<file path="config.mk">
export PLATFORM = sky130hd
export DESIGN_NAME = seg7_counter_mux
export DESIGN_NICKNAME = d
export VERILOG_FILES = /design/src/rtl/seg7_pkg.sv /design/src/rtl/seg7_decoder.sv /design/src/rtl/seg7_counter_mux.sv
export SDC_FILE = /design/constraint.sdc
export NUM_CORES = 1
export LEC_CHECK = 0
export CAP_MARGIN = 20
export CELL_PAD_IN_SITES_DETAIL_PLACEMENT = 1
export CELL_PAD_IN_SITES_GLOBAL_PLACEMENT = 1
export CORE_UTILIZATION = 31
export CTS_BUF_LIST = sky130_fd_sc_hd__clkbuf_4
export DETAILED_ROUTE_END_ITERATION = 10
export DONT_BUFFER_PORTS = 1
export GPL_TIMING_DRIVEN = 0
export HOLD_SLACK_MARGIN = 0.1
export PLACE_DENSITY_LB_ADDON = 0.1
export SYNTH_ARGS = -nofsm -noshare
export SYNTH_HDL_FRONTEND = slang
export SYNTH_SLANG_ARGS = --single-unit
</file>
<file path="constraint.sdc">
create_clock -name clk -period 4.43 [get_ports clk]
set_input_delay 0.886 -clock clk [delete_from_list [all_inputs] [get_ports clk]]
set_output_delay 0.886 -clock clk [all_outputs]
set_load 0.03 [all_outputs]
</file>
<file path="src/rtl/seg7_pkg.sv">
// Shared constants for the 7-segment display blocks.
// Glyphs are active-low {a,b,c,d,e,f,g,dp}.
package seg7_pkg;

  localparam logic [7:0] SEG_OFF = 8'hFF;

  localparam int RADIX_DEC = 10;
  localparam int RADIX_HEX = 16;

  // Index 15 first: F E d C b A 9 8 7 6 5 4 3 2 1 0
  localparam logic [15:0][7:0] GLYPHS = {
    8'h71, 8'h61, 8'h85, 8'h63,
    8'hC1, 8'h11, 8'h09, 8'h01,
    8'h1F, 8'h41, 8'h49, 8'h99,
    8'h0D, 8'h25, 8'h9F, 8'h03
  };

  // Bits needed to hold 0..v-1, never less than 1.
  function automatic int clog2(input int v);
    int r;
    r = 1;
    while ((1 << r) < v) r++;
    return r;
  endfunction

endpackage

</file>
<file path="src/rtl/seg7_decoder.sv">
// Nibble to 7-segment glyph with blanking and
// output polarity selection; purely combinational.
module seg7_decoder
  import seg7_pkg::*;
#(
  parameter int ACTIVE_LOW = 1
) (
  input  logic [3:0] nib,
  input  logic       blank,
  output logic [7:0] seg
);

  logic [7:0] raw;

  // Look up the glyph, then flip for active-high boards.
  always_comb begin
    raw = blank ? SEG_OFF : GLYPHS[nib];
    seg = (ACTIVE_LOW != 0) ? raw : ~raw;
  end

endmodule

</file>
<file path="src/rtl/seg7_counter_mux.sv">
// Multi-digit hex/BCD up/down counter driving a
// time-multiplexed 7-segment display.
module seg7_counter_mux
  import seg7_pkg::*;
#(
  parameter int DIGITS     = 4,
  parameter int TICK_DIV   = 33554432,
  parameter int SCAN_DIV   = 131072,
  parameter int ACTIVE_LOW = 1
) (
  input  logic                  clk,
  input  logic                  reset,
  input  logic                  en,
  input  logic                  up,
  input  logic                  mode_dec,
  input  logic                  blank_lz,
  input  logic                  load,
  input  logic [4*DIGITS-1:0]   load_val,
  output logic [4*DIGITS-1:0]   count,
  output logic                  wrap,
  output logic [7:0]            seg,
  output logic [DIGITS-1:0]     an
);

  localparam int TW = clog2(TICK_DIV);
  localparam int SW = clog2(SCAN_DIV);
  localparam int IW = clog2(DIGITS);

  localparam logic [TW-1:0] TMAX = TW'(TICK_DIV - 1);
  localparam logic [SW-1:0] SMAX = SW'(SCAN_DIV - 1);
  localparam logic [IW-1:0] IMAX = IW'(DIGITS - 1);

  localparam logic [7:0] SEG_RST =
    (ACTIVE_LOW != 0) ? SEG_OFF : ~SEG_OFF;
  localparam logic [DIGITS-1:0] AN_RST =
    (ACTIVE_LOW != 0) ? '1 : '0;

  logic [TW-1:0]     tpre;
  logic [SW-1:0]     spre;
  logic [IW-1:0]     idx;
  logic              tick;
  logic              step;
  logic [3:0]        rmax;
  logic              cy [0:DIGITS];
  logic [3:0]        nib_nx [DIGITS];
  logic [DIGITS-1:0] blank_v;
  logic [3:0]        sel_nib;
  logic [7:0]        seg_nx;
  logic [DIGITS-1:0] an_oh;

  assign tick  = (tpre == TMAX);
  assign step  = tick & en & ~load;
  assign rmax  = mode_dec ? 4'(RADIX_DEC - 1)
                          : 4'(RADIX_HEX - 1);
  assign cy[0] = 1'b1;

  // Per-digit ripple: carry/borrow enters from the digit below.
  for (genvar i = 0; i < DIGITS; i++) begin : g_dig
    logic [3:0] d;
    logic [3:0] dc;
    logic       hit;
    assign d   = count[4*i +: 4];
    assign dc  = (mode_dec && d > 4'd9) ? 4'd9 : d;
    assign hit = up ? (mode_dec ? (d >= 4'd9) : (d == 4'hF))
                    : (dc == 4'd0);
    assign cy[i+1]   = cy[i] & hit;
    assign nib_nx[i] = !cy[i] ? d
                     : up    ? (hit ? 4'd0 : d + 4'd1)
                             : (hit ? rmax : dc - 4'd1);
  end

  // Leading-zero mask, scanned from the top digit down.
  always_comb begin
    logic nz;
    nz      = 1'b0;
    blank_v = '0;
    for (int i = DIGITS - 1; i >= 0; i--) begin
      nz         = nz | (count[4*i +: 4] != 4'd0);
      blank_v[i] = blank_lz && (i > 0) && !nz;
    end
  end

  assign sel_nib = count[4*idx +: 4];
  assign an_oh   = DIGITS'(1) << idx;

  seg7_decoder #(
    .ACTIVE_LOW(ACTIVE_LOW)
  ) u_dec (
    .nib  (sel_nib),
    .blank(blank_v[idx]),
    .seg  (seg_nx)
  );

  // Count-rate prescaler, free running.
  always_ff @(posedge clk) begin
    if (reset)     tpre <= '0;
    else if (tick) tpre <= '0;
    else           tpre <= tpre + 1'b1;
  end

  // Scan prescaler and digit index.
  always_ff @(posedge clk) begin
    if (reset) begin
      spre <= '0;
      idx  <= '0;
    end else if (spre == SMAX) begin
      spre <= '0;
      idx  <= (idx == IMAX) ? '0 : idx + 1'b1;
    end else begin
      spre <= spre + 1'b1;
    end
  end

  // Counter value and wrap pulse; load beats a step.
  always_ff @(posedge clk) begin
    if (reset) begin
      count <= '0;
      wrap  <= 1'b0;
    end else if (load) begin
      count <= load_val;
      wrap  <= 1'b0;
    end else if (step) begin
      for (int i = 0; i < DIGITS; i++)
        count[4*i +: 4] <= nib_nx[i];
      wrap <= cy[DIGITS];
    end else begin
      wrap <= 1'b0;
    end
  end

  // Registered display outputs, one cycle behind idx/count.
  always_ff @(posedge clk) begin
    if (reset) begin
      seg <= SEG_RST;
      an  <= AN_RST;
    end else begin
      seg <= seg_nx;
      an  <= (ACTIVE_LOW != 0) ? ~an_oh : an_oh;
    end
  end

endmodule

</file>
# [Word level (Yosys, flattened, before mapping)]
# Memory sizes are Yosys's and may differ from the RTL's. A register that Yosys moved wholly into a read port is not among the register bits.
# Index checks and enable logic that the tools add are counted.
# Widths: inputs -> output; s select.
[word_totals] reg_bits=65 mem_bits_ro=128 input_bits=23 out_inout_bits=29 memories=1
[classes] n_addsub=11 magnitude_cmp=9 eq_ne=7 shift=2 mux=33 bitwise=10 reduce_logical=28
[mem_list] memory="(name not given)" words=16 word_bits=8 read_ports=1 rd_clocked_by_memory_dff=1 wr=0 line="seg7_decoder.sv:17" rtl="raw = blank ? SEG_OFF : GLYPHS[nib];"
[op_table] operator="$mux 4" n=19
[op_table] operator="$mux 16" n=2
[op_table] operator="$add 25x1->25 const B" n=1
[op_table] operator="$eq 25x25->1 const B" n=1
[op_table] operator="$add 17x1->17 const B" n=1
[op_table] operator="$eq 17x17->1 const B" n=1
[op_table] operator="$add 4x1->4 const B" n=4
[op_table] operator="$eq 4x4->1 const B" n=4
[op_table] operator="$ge 4x4->1 const B" n=4
[op_table] operator="$gt 4x4->1 const B" n=4
[op_table] operator="$logic_not 4->1" n=4
[op_table] operator="$shiftx 16x5->4" n=1
[op_table] operator="$sub 4x1->4 const B" n=4
[op_table] operator="$reduce_bool 4->1" n=3
[op_table] operator="$mux 1" n=9
[op_table] operator="$reduce_bool 2->1" n=4
[op_table] operator="$logic_and 1x1->1" n=7
[op_table] operator="$reduce_and 2->1" n=3
[op_table] operator="$reduce_or 2->1" n=3
[op_table] operator="$and 1x1->1" n=5
[op_table] operator="$not 4->4" n=1
[op_table] operator="$shl 1x2->4 const A" n=1
[op_table] operator="$logic_not 1->1" n=3
[op_table] operator="$lt 2x3->1 const B" n=1
[op_table] operator="8 further kinds" n=10

# [Depth between registers and ports, before layout]
[logic_depth] word_depth=10 ltp_mapped=12 depth_no_buf=12

# [Cells and area by module]
# From an unflattened synthesis, not the netlist that was laid out.
[hier_totals] hier_cells=556 area_unflattened_um2=4566.9
[by_module_without_submodules] module="seg7_counter_mux" n_inst=1 cells_per_inst=518 area_per_inst_um2=4261.6
[by_module_without_submodules] module="seg7_decoder" n_inst=1 cells_per_inst=38 area_per_inst_um2=305.3

# [Worst setup path before layout]
# No wires, ideal clock.
[synth_timing] path_type="input port to flip-flop" from="in mode_dec" to="reg count[15]" setup_time_ns=0.122 arrival_time_ns=3.055 required_ns=4.308 path_slack_ns=1.253 cell_stages=11 n_path_buf=1 cell_sequence="clkbuf_8 nand2_1 o21bai_1 and2_1 ha_1 or4b_4 o31a_4 nand4b_4 nor3_4 nor4b_1 a221o_1"
[synth_between] elab_chain_len=9 word_cells_on_any_way=31 cone_classes="add/sub: 1; mux: 18; bitwise: 2; reduce/logical: 10"
[synth_rtl] item="start: declaration" line="seg7_counter_mux.sv:15" rtl="input logic mode_dec,"
[synth_rtl] item="branches (longest 9 deep; another with $sub 4x1->4)"
[synth_rtl] item="end signal: assignment" line="seg7_counter_mux.sv:120" rtl="count <= load_val;"
[synth_rtl] item="end signal: indexed assignment" line="seg7_counter_mux.sv:124" rtl="count[4*i +: 4] <= nib_nx[i];"
[synth_rtl] item="end: declaration" line="seg7_counter_mux.sv:19" rtl="output logic [4*DIGITS-1:0] count,"
# Several ways; the timed one is not identified. The select of a mux whose other input is x is not followed.
# A chain may end at the register's enable or synchronous reset.

# [Final worst setup path]
[layout_timing] from="reg count[0]" to="reg count[15]"
[layout_between] elab_chain_len=9 word_cells_on_any_way=12 cone_classes="order compare: 2; eq/ne: 1; mux: 3; bitwise: 2; reduce/logical: 4"
[layout_rtl] item="$gt 4x4->1" line="seg7_counter_mux.sv:63" rtl="assign dc = (mode_dec && d > 4'd9) ? 4'd9 : d;"
[layout_rtl] item="$logic_and 1x1->1" line="seg7_counter_mux.sv:63"
[layout_rtl] item="$mux 4" line="seg7_counter_mux.sv:63"
[layout_rtl] item="$logic_not 4->1" line="seg7_counter_mux.sv:65" rtl=": (dc == 4'd0);"
[layout_rtl] item="$mux 1 (*)" line="seg7_counter_mux.sv:64" rtl="assign hit = up ? (mode_dec ? (d >= 4'd9) : (d == 4'hF))"
[layout_rtl] item="$and 1x1->1 (*) (2 in series)" line="seg7_counter_mux.sv:66" rtl="assign cy[i+1] = cy[i] & hit;"
[layout_rtl] item="$reduce_bool 2->1 (no source line) (*)"
[layout_rtl] item="$reduce_and 2->1 (no source line) (*)"
# Mark *: on every way between the ends. The rest lies on a longest branch, timed or not.

==> metrics <==
Syn. warnings=0; critical path required time=4.78 ns; synthesized flop and latch total=72; number of setup buffers added after CTS=0; DR WL/cell=17.3 µm; top cell type by total area after synthesis=dfxtp_1; Crit. End Element=flop; Worst Tran Pin Value=0.754 ns; Root Buffer=clkbuf_4; Worst Setup Slack, final=0.663 ns; Max Clk Rate=265 MHz; Post-Place Cells=714; fin util=35.0%; Place WS=0.645 ns; setup TNS=0 ns; GPL Wtd Cong=0.818; RSZ-0062 raised after global routing=false; area of the multi-input gates=2800 µm²; die footprint=15000 µm²; Remaining Overflow, GRT=0; IO Count=52; type of the worst setup path=reg2reg; final period utilization=85.0%; worst-case clock buffer depth=2; Vias per Instance=5.23; Area contributors post-synth=dfxtp_1 (32%), ha_1 (8.9%), nor2_1 (5.8%); antenna viol nets, final=0; Slew HR=49.0%; iteration count of the initial detailed-routing pass=4; ys flop type=dfxtp_1; CP startpoint kind=flop; FF-to-FF setup slack=0.66 ns; first-pass GRT wire length=20900 µm; total number of vias=3818; top-count cell post-synth=dfxtp_1; min Tclk post-route=3.77 ns; min-delay worst type=reg2reg; Ant. Diodes=0; cell count after synthesis=534; Post-CTS Resized=0; number of buffers created by CTS=9; final setup fails=0; final hold violation count=0; FFs w/ async S/R, synth=0%; antenna violations before repair=0; Clock Skews=0.0248 ns; Critical Path Fanout Max=10; DRT Wirelength=12600 µm; vias in the first global route=3980; Reg area=1440 µm²; DP HPWL=9610 µm; Data arrival, critical path=4.12 ns; share of post-route cells with drive strength above 1=9.64%; number of flops mapped to enable cells by yosys=0; PortBufs=0; Worst VDD drop=144 µV; area of the mapped netlist=4510 µm²; syn_area_per_cell=8.44 µm²; clock sink count=72; sequential cell area fraction in the yosys report=32.0%; Final Power=1480 µW; Pins Over Slew Limit=0; drt drc=0; status=finished, final reports clean; Iter 0 DRT Violations=153; clk_lat worst skew=0.44 ns; PwrDens=301 nW/µm²; post-synth top area share=32.0%; Die H=123 µm; Pleak=0.00187 µW; pin count of the biggest net entering global routing=14; synth cell count leaders=dfxtp_1 (72), nor2_1 (70), nand2_1 (48), ha_1 (32), nand3_1 (26); H-tree depth=3; number of nets in the layout=600; Area Overhead vs Synth=9.14%; non-filler cells, final=730; clk slew on worst S/H paths=0.14 ns; # fillers=1687; Mapped Nets=589; area of the core=14000 µm²; Hold-fix buffers, CTS=0; CTS tree=done; row count=43; Chip Width=123 µm; Yosys cell types=64; max-cap violation count=0; Initial Util=32.1%; all-layer global routing usage=18.3%
cell usage in the layout (no fill, tap or decap), drive strengths merged, types with 3 or more instances in the layout:
master  synthesis  routed
o21ai          22      22
ha             32      32
o221ai          5       5
o21bai          4       4
or3             7       7
buf            10      10
nand4           7       7
a41oi           3       3
o22ai           7       7
bufinv          0       3
mux2            4       4
o211ai         10      10
mux4            4       4
and3           10      10
o21a            4       4
a21oi          24      24
inv            23      24
or4b            3       3
o31a            3       3
nand2b          6       6
nor3           10      10
dfxtp          72      72
or3b            3       3
a211oi          5       5
mux2i           6       6
nor2b           8       8
xnor2          18      18
xor2           21      21
nor2           70      70
clkbuf         18      27
o311ai          3       3
nand2          48      48
and2            6       6
nand3          26      26
logic make-up (layout without fill, tap and decap cells):
family / count (synthesis) / in the layout / share of synthesized area (%)
AO/OA/AOI/OAI: 106 / 106 / 15.9
XOR/XNOR: 39 / 39 / 7.58
adder cells (fa/ha/maj): 32 / 32 / 8.89
buffers and inverters: 51 / 67 / 5.94
flip-flops: 72 / 72 / 32.0
multiplexers: 14 / 14 / 4.42
other: 1 / 1 / 0.0832
AND/OR/NAND/NOR: 219 / 219 / 25.2
cell type report:
cell class / instances / share of cell area (%)
buffer: 28 / 3.69
clock buffer: 9 / 1.37
clock inverter: 7 / 2.42
inverter: 23 / 1.76
multi-input combinational: 411 / 56.9
sequential: 72 / 29.3
tap: 180 / 4.58
flip-flops by register name, indices dropped and copies added (netlist names):
signal / flops
idx: 2
tpre: 25
an: 4
spre: 17
wrap: 1
seg: 7
count: 16
layer usage:
| layer | vias up | share of wire, % | track usage, % |
|---|---|---|---|
| met5 | - | 0 | 0 |
| met4 | 0 | 0.92 | 4.50 |
| met3 | 9 | 4.8 | 4.55 |
| met2 | 65 | 44 | 28.9 |
| met1 | 1851 | 50 | 24.8 |
| li1 | 1893 | - | - |
where the power goes:
part,internal (µW),switching [µW]
clock,286,258
sequential,667,53.2
combinational,90.0,126
metrics by stage:
step                      hold WS, ns  instance area, µm²
after floorplan                 0.413                4510
after global placement          0.428                4730
after detailed placement        0.435                4730
after CTS                       0.454                4920
after global routing            0.493                4920
final                           0.444                4920
final timing paths:
path / startpoint / to / cells after the start
min: tpre[0] / tpre[0] / 1
max: count[0] / count[15] / 11
min reg2reg: tpre[0] / tpre[0] / 1
max reg2reg: count[0] / count[15] / 11
critical path, stage by stage (launching register included):
cell and delay (ns):
dfxtp_1 0.80, ha_1 0.34, nor2_1 0.07, o21bai_1 0.32, and2_1 0.19, ha_1 0.19
or4b_4 0.52, o31a_4 0.15, nand4b_4 0.29, nor3_4 0.44, nor4b_1 0.10, a221o_1 0.27
Power figures use the tool's default switching activity.
